## src/rtl/control_sequencer.sv

```systemverilog
// -----------------------------------------------------------------------------
// control_sequencer
//
// Hardwired control unit for a simple bus-based datapath. Steps through
// fetch (T0-T2) and execute (T3-T7) phases and produces the bus drive and
// register load strobes for each step. Supports ld, add, sub, and, or, nop
// and halt. Any unknown opcode runs as a nop.
//
// All outputs are decoded from the current state (and IR in T3-T7) only.
// mem_ready affects only the next-state logic, so it has no combinational
// path to any output.
//
// Ports
//   Clock      in   system clock, rising-edge active
//   clear      in   asynchronous active-low reset
//   IR[31:0]   in   instruction register: op[31:27] Ra[26:23] Rb[22:19] Rc[18:15]
//   mem_ready  in   memory read data valid this cycle
//   PCout, Zlowout, MDRout, Cout         out  bus drive strobes (mutually exclusive)
//   MARin, Zin, PCin, MDRin, IRin, Yin   out  register load strobes
//   IncPC      out  ALU PC-increment select
//   Read       out  memory read request
//   alu_op[3:0] out 0 none, 1 ADD, 2 SUB, 3 AND, 4 OR
//   Rin[15:0]  out  one-hot general register load enables
//   Rout[15:0] out  one-hot general register bus drive enables
//   Run        out  high while sequencing, low once halted
// -----------------------------------------------------------------------------
module control_sequencer (
    input  logic        Clock,
    input  logic        clear,
    input  logic [31:0] IR,
    input  logic        mem_ready,
    output logic        PCout,
    output logic        Zlowout,
    output logic        MDRout,
    output logic        Cout,
    output logic        MARin,
    output logic        Zin,
    output logic        PCin,
    output logic        MDRin,
    output logic        IRin,
    output logic        Yin,
    output logic        IncPC,
    output logic        Read,
    output logic [3:0]  alu_op,
    output logic [15:0] Rin,
    output logic [15:0] Rout,
    output logic        Run
);

    typedef enum logic [3:0] {
        ST_RST  = 4'd0,
        ST_T0   = 4'd1,
        ST_T1   = 4'd2,
        ST_T2   = 4'd3,
        ST_T3   = 4'd4,
        ST_T4   = 4'd5,
        ST_T5   = 4'd6,
        ST_T6   = 4'd7,
        ST_T7   = 4'd8,
        ST_HALT = 4'd9
    } state_t;

    localparam logic [4:0] OP_LD   = 5'b00000;
    localparam logic [4:0] OP_ADD  = 5'b00011;
    localparam logic [4:0] OP_SUB  = 5'b00100;
    localparam logic [4:0] OP_AND  = 5'b00101;
    localparam logic [4:0] OP_OR   = 5'b00110;
    localparam logic [4:0] OP_HALT = 5'b11011;

    localparam logic [3:0] ALU_NONE = 4'b0000;
    localparam logic [3:0] ALU_ADD  = 4'b0001;
    localparam logic [3:0] ALU_SUB  = 4'b0010;
    localparam logic [3:0] ALU_AND  = 4'b0011;
    localparam logic [3:0] ALU_OR   = 4'b0100;

    // One-hot decode of a 4-bit register index.
    function automatic logic [15:0] reg_sel(input logic [3:0] idx);
        reg_sel = 16'd1 << idx;
    endfunction

    // ALU operation for an R-type opcode; none for anything else.
    function automatic logic [3:0] alu_for(input logic [4:0] op);
        case (op)
            OP_ADD:  alu_for = ALU_ADD;
            OP_SUB:  alu_for = ALU_SUB;
            OP_AND:  alu_for = ALU_AND;
            OP_OR:   alu_for = ALU_OR;
            default: alu_for = ALU_NONE;
        endcase
    endfunction

    state_t      state_q;
    state_t      state_d;
    // Set once T1 has already spent a cycle waiting, so PC is loaded only once.
    logic        wait_q;
    logic        wait_d;

    logic [4:0]  opcode_s;
    logic [3:0]  ra_s;
    logic [3:0]  rb_s;
    logic [3:0]  rc_s;
    logic        is_rtype_s;
    logic        is_ld_s;
    logic        unused_ir_s;

    assign opcode_s    = IR[31:27];
    assign ra_s        = IR[26:23];
    assign rb_s        = IR[22:19];
    assign rc_s        = IR[18:15];
    assign unused_ir_s = ^IR[14:0];

    // Instruction class decode.
    always_comb begin
        is_rtype_s = 1'b0;
        is_ld_s    = 1'b0;
        case (opcode_s)
            OP_ADD, OP_SUB, OP_AND, OP_OR: is_rtype_s = 1'b1;
            OP_LD:                         is_ld_s    = 1'b1;
            default: begin
                is_rtype_s = 1'b0;
                is_ld_s    = 1'b0;
            end
        endcase
    end

    // Next-state logic.
    always_comb begin
        state_d = state_q;
        case (state_q)
            ST_RST:  state_d = ST_T0;
            ST_T0:   state_d = ST_T1;
            ST_T1: begin
                if (mem_ready) begin
                    state_d = ST_T2;
                end else begin
                    state_d = ST_T1;
                end
            end
            ST_T2:   state_d = ST_T3;
            ST_T3: begin
                if (is_rtype_s || is_ld_s) begin
                    state_d = ST_T4;
                end else if (opcode_s == OP_HALT) begin
                    state_d = ST_HALT;
                end else begin
                    state_d = ST_T0;
                end
            end
            ST_T4:   state_d = ST_T5;
            ST_T5: begin
                if (is_ld_s) begin
                    state_d = ST_T6;
                end else begin
                    state_d = ST_T0;
                end
            end
            ST_T6: begin
                if (mem_ready) begin
                    state_d = ST_T7;
                end else begin
                    state_d = ST_T6;
                end
            end
            ST_T7:   state_d = ST_T0;
            ST_HALT: state_d = ST_HALT;
            default: state_d = ST_RST;
        endcase
    end

    // Wait flag: the next cycle is a repeat T1 cycle.
    always_comb begin
        if ((state_q == ST_T1) && (state_d == ST_T1)) begin
            wait_d = 1'b1;
        end else begin
            wait_d = 1'b0;
        end
    end

    // State and wait-flag registers; clear forces RST at once.
    always_ff @(posedge Clock or negedge clear) begin
        if (!clear) begin
            state_q <= ST_RST;
            wait_q  <= 1'b0;
        end else begin
            state_q <= state_d;
            wait_q  <= wait_d;
        end
    end

    // Output decode from the current state (and IR during execute).
    always_comb begin
        PCout   = 1'b0;
        Zlowout = 1'b0;
        MDRout  = 1'b0;
        Cout    = 1'b0;
        MARin   = 1'b0;
        Zin     = 1'b0;
        PCin    = 1'b0;
        MDRin   = 1'b0;
        IRin    = 1'b0;
        Yin     = 1'b0;
        IncPC   = 1'b0;
        Read    = 1'b0;
        alu_op  = ALU_NONE;
        Rin     = 16'd0;
        Rout    = 16'd0;
        Run     = 1'b1;
        case (state_q)
            ST_RST: begin
                Run = 1'b1;
            end
            ST_T0: begin
                PCout = 1'b1;
                MARin = 1'b1;
                IncPC = 1'b1;
                Zin   = 1'b1;
            end
            ST_T1: begin
                Read  = 1'b1;
                MDRin = 1'b1;
                if (!wait_q) begin
                    Zlowout = 1'b1;
                    PCin    = 1'b1;
                end else begin
                    Zlowout = 1'b0;
                    PCin    = 1'b0;
                end
            end
            ST_T2: begin
                MDRout = 1'b1;
                IRin   = 1'b1;
            end
            ST_T3: begin
                if (is_rtype_s || is_ld_s) begin
                    Rout = reg_sel(rb_s);
                    Yin  = 1'b1;
                end else begin
                    Rout = 16'd0;
                    Yin  = 1'b0;
                end
            end
            ST_T4: begin
                if (is_ld_s) begin
                    Cout   = 1'b1;
                    Zin    = 1'b1;
                    alu_op = ALU_ADD;
                end else if (is_rtype_s) begin
                    Rout   = reg_sel(rc_s);
                    Zin    = 1'b1;
                    alu_op = alu_for(opcode_s);
                end else begin
                    alu_op = ALU_NONE;
                end
            end
            ST_T5: begin
                Zlowout = 1'b1;
                if (is_ld_s) begin
                    MARin = 1'b1;
                end else begin
                    Rin = reg_sel(ra_s);
                end
            end
            ST_T6: begin
                Read  = 1'b1;
                MDRin = 1'b1;
            end
            ST_T7: begin
                MDRout = 1'b1;
                Rin    = reg_sel(ra_s);
            end
            ST_HALT: begin
                Run = 1'b0;
            end
            default: begin
                Run = 1'b0;
            end
        endcase
    end

endmodule

```

## config.mk

```make
export PLATFORM = sky130hd
export DESIGN_NAME = control_sequencer
export DESIGN_NICKNAME = d
export VERILOG_FILES = /design/src/rtl/control_sequencer.sv
export SDC_FILE = /design/constraint.sdc
export NUM_CORES = 1
export LEC_CHECK = 0
export CELL_PAD_IN_SITES_DETAIL_PLACEMENT = 2
export CELL_PAD_IN_SITES_GLOBAL_PLACEMENT = 2
export CORE_MARGIN = 5
export CORE_UTILIZATION = 16
export CTS_BUF_LIST = sky130_fd_sc_hd__clkbuf_2 sky130_fd_sc_hd__clkbuf_4 sky130_fd_sc_hd__clkbuf_8
export DETAILED_ROUTE_END_ITERATION = 12
export MAX_ROUTING_LAYER = met4
export PLACE_DENSITY_LB_ADDON = 0.1
export SYNTH_ARGS = -nofsm -noshare
export SYNTH_HDL_FRONTEND = slang
export SYNTH_SLANG_ARGS = --single-unit
```

## constraint.sdc

```tcl
create_clock -name Clock -period 3.45 [get_ports Clock]
set_clock_uncertainty 0.1 [all_clocks]
set_input_delay 0.69 -clock Clock [delete_from_list [all_inputs] [get_ports Clock]]
set_output_delay 0.69 -clock Clock [all_outputs]
set_load 0.005 [all_outputs]
```

==> impl_metrics.yaml <==
status:
  status: "completed"
cells_and_area:
  layout_common_cells: "clkdlybuf4s50_1 (36), buf_4 (25), dlygate4sd2_1 (22), o22ai_1 (19), nor2_1 (14)"
  area_growth_pct: 106.2
  drive_above_1_share_pct: 23.21
  utilization_pct: 33.94
  final_common_cell: "clkdlybuf4s50_1"
  stdcell_count: 299
  diodes: 0
  finalNetCount: 260
pwr:
  p_per_area_nw_per_um2: 425.8
  power_uw: 855.6
  p_leak_nw: 0.9230
  ir_worst_vdd_v: 0.0002105
die:
  die_h_um: 88.05
  coreArea_um2: 5921
  io_pins: 84
  dieArea_um2: 7753
  initial_core_util_pct: 16.46
  rows: 28
  die_x_um: 88.05
sta:
  slew_viol_final: 0
  min_period_ps: 3397
  setup_viol: 0
  hold_viol: 0
  period_share_pct: 98.46
  holdWs_ps: 587.4
  max_freq_ghz: 0.2944
  worst_pin_slew_ps: 627.6
  rsz0062_at_grt: "true"
  worst_slack_ps: 53.06
  slew_headroom_pct: 58.03
detailed_routing:
  first_pass_iters: 4
  viasPerCell: 4.946
  drc_errors: 0
  ant_nets: 0
  first_iter_violations: 47
  wl_per_cell_um: 17.86
  vias: 1479
  routed_wl_um: 5340
worst_setup_path:
  crit_path_cell_trace: "clkdlybuf4s50_1 > buf_4 > nor4_2 > buf_4 > nand3_2 > o22ai_1 > clkdlybuf4s50_1"
  startpoint_type: "input pin"
  crit_fanout: 6
  crit_family: "buffers and inverters"
  worstPathArrival_ps: 2610
  crit_path_end_kind: "output pin"
  crit_buf_inv: 4
  worst_ep_required_time_ps: 2660
  crit_type: "in -> out"
  crit_slowest_cell: "clkdlybuf4s50_1"
  cpPeakStageDelay_ps: 530
clock_network:
  cts_sinks: 5
  cts-root-buf: "clkbuf_8"
  clkLatencyLatePin_ps: 220
  hold_buffers: 0
  cts-root-to-sink-buffers: 2
  numCtsBuffers: 3
  cts_tree: "built"
  h-tree-depth: 1
  clk_pin_slew_ps: 40
synth:
  synth.distinct_cells: 34
  ys_warn_count: 0
  ys_seq_area_share_pct: 12.84
  synth-seq-cells: 5
  netlist_instances: 140
  avgSynthCellArea_um2: 6.962
  syn_nets: 175
  synth_area_um2: 974.7
grt:
  grt_max_degree: 21
  gr-total-overflow: 0
  grt_pass1_wl_um: 8224
  grt_antenna_before_repair: 0
  grt_pass1_vias: 1625
  grt.total_usage_pct: 13.60
place:
  dpl.cell_count: 286
  portBuffers: 67
  routabilityCongestion: 0.9162
  dp_slack_ps: -193.0
  dpl.hpwl_um: 3964
hold_path:
  hp-class: "in -> async"
flow_run:
  cap_viol_max_count: 0
-- worst paths after layout --
path | start | slack (ps) | cells past startpoint | endpoint
max in group asynchronous | clear | 2480 | 1 | wait_q$_DFF_PN0_
max | IR[31] | 50 | 7 | Rout[4]
min | clear | 590 | 1 | state_q[3]$_DFF_PN0_
min reg2reg | state_q[2]$_DFF_PN0_ | 610 | 2 | wait_q$_DFF_PN0_
min in group Clock | state_q[2]$_DFF_PN0_ | 610 | 2 | wait_q$_DFF_PN0_
max reg2reg | state_q[3]$_DFF_PN0_ | 1970 | 5 | state_q[3]$_DFF_PN0_
-- synth_stat cells (all sizes together) --
| library cell | number | area (um2) |
|---|---|---|
| and2 | 2 | 12.51 |
| nor4 | 16 | 112.6 |
| dfrtp | 5 | 125.1 |
| xor2 | 2 | 17.52 |
| or2 | 4 | 25.02 |
| conb | 1 | 3.750 |
| or4b | 1 | 13.76 |
| xnor2 | 2 | 17.52 |
| nand3 | 3 | 15.01 |
| mux2 | 2 | 22.52 |
| clkbuf | 6 | 22.52 |
| a21oi | 3 | 15.01 |
| buf | 7 | 41.28 |
| nand2 | 10 | 37.54 |
| inv | 2 | 7.510 |
| nand4 | 3 | 18.77 |
| nand4b | 3 | 26.28 |
| nor3b | 3 | 22.52 |
| o31ai | 2 | 15.01 |
| a31oi | 1 | 6.260 |
| nor3 | 3 | 15.01 |
| o32a | 1 | 22.52 |
| o22ai | 19 | 118.9 |
| nor2b | 2 | 12.51 |
| a211oi | 4 | 30.03 |
| nand3b | 1 | 7.510 |
| nor4b | 5 | 58.80 |
| nand2b | 11 | 68.82 |
| nor2 | 14 | 52.55 |
| o21ai | 2 | 10.01 |
-- routing by layer --
metal | vias up | track usage (%) | routed length, um
met4 | 0 | 3.984 | 83
met3 | 6 | 0.8467 | 172
met5 | - | - | 0
met1 | 716 | 15.79 | 2190
met2 | 47 | 25.00 | 2894
li1 | 710 | - | -
-- kinds of logic after synthesis --
kind of cell	synth area share [%]
XOR/XNOR	3.595
buffers and inverters	7.316
multiplexers	2.310
AO/OA/AOI/OAI	22.34
other	0.3847
AND/OR/NAND/NOR	51.22
flip-flops	12.84
-- worst reg2reg max path: stages (launching register included) --
cell      delay (ps)
dfrtp_1          380
nand2b_1         200
buf_4            170
nor4_1           280
a21oi_1           80
o22ai_1          180
-- power by group --
part           internal, mW  switching (mW)  total, mW
sequential           0.0813          0.0163     0.0976
clock                0.0871          0.0277      0.115
combinational         0.307           0.336      0.643
-- through the flow --
| step | setup TNS, ps | cell area [um2] |
|---|---|---|
| 2_1_floorplan | 0 | 974.7 |
| 3_3_place_gp | -1013 | 1803 |
| 3_5_place_dp | -2464 | 1803 |
| 4_1_cts | 0 | 1942 |
| 5_1_grt | -163.1 | 2009 |
| 6_report | 0 | 2009 |
-- layout make-up --
| class | instances | area, um2 |
|---|---|---|
| flip-flops and latches | 5 | 125.1 |
| fillers | 684 | 3911 |
| inverters | 2 | 7.507 |
| clock buffers | 4 | 48.80 |
| multi-input cells | 121 | 888.4 |
| repair buffers | 92 | 845.8 |
| well taps | 75 | 93.84 |
-- registers in the layout (all words and copies together), names as in the netlist --
register,cells
state_q,4
wait_q,1
-- what timing repair did --
item,CTS,global route
resized for setup,34,13
cloned,1,0
pin swaps,13,5
setup buffers,4,5
setup endpoints to repair,32,15
Power figures use the tool's default switching activity.
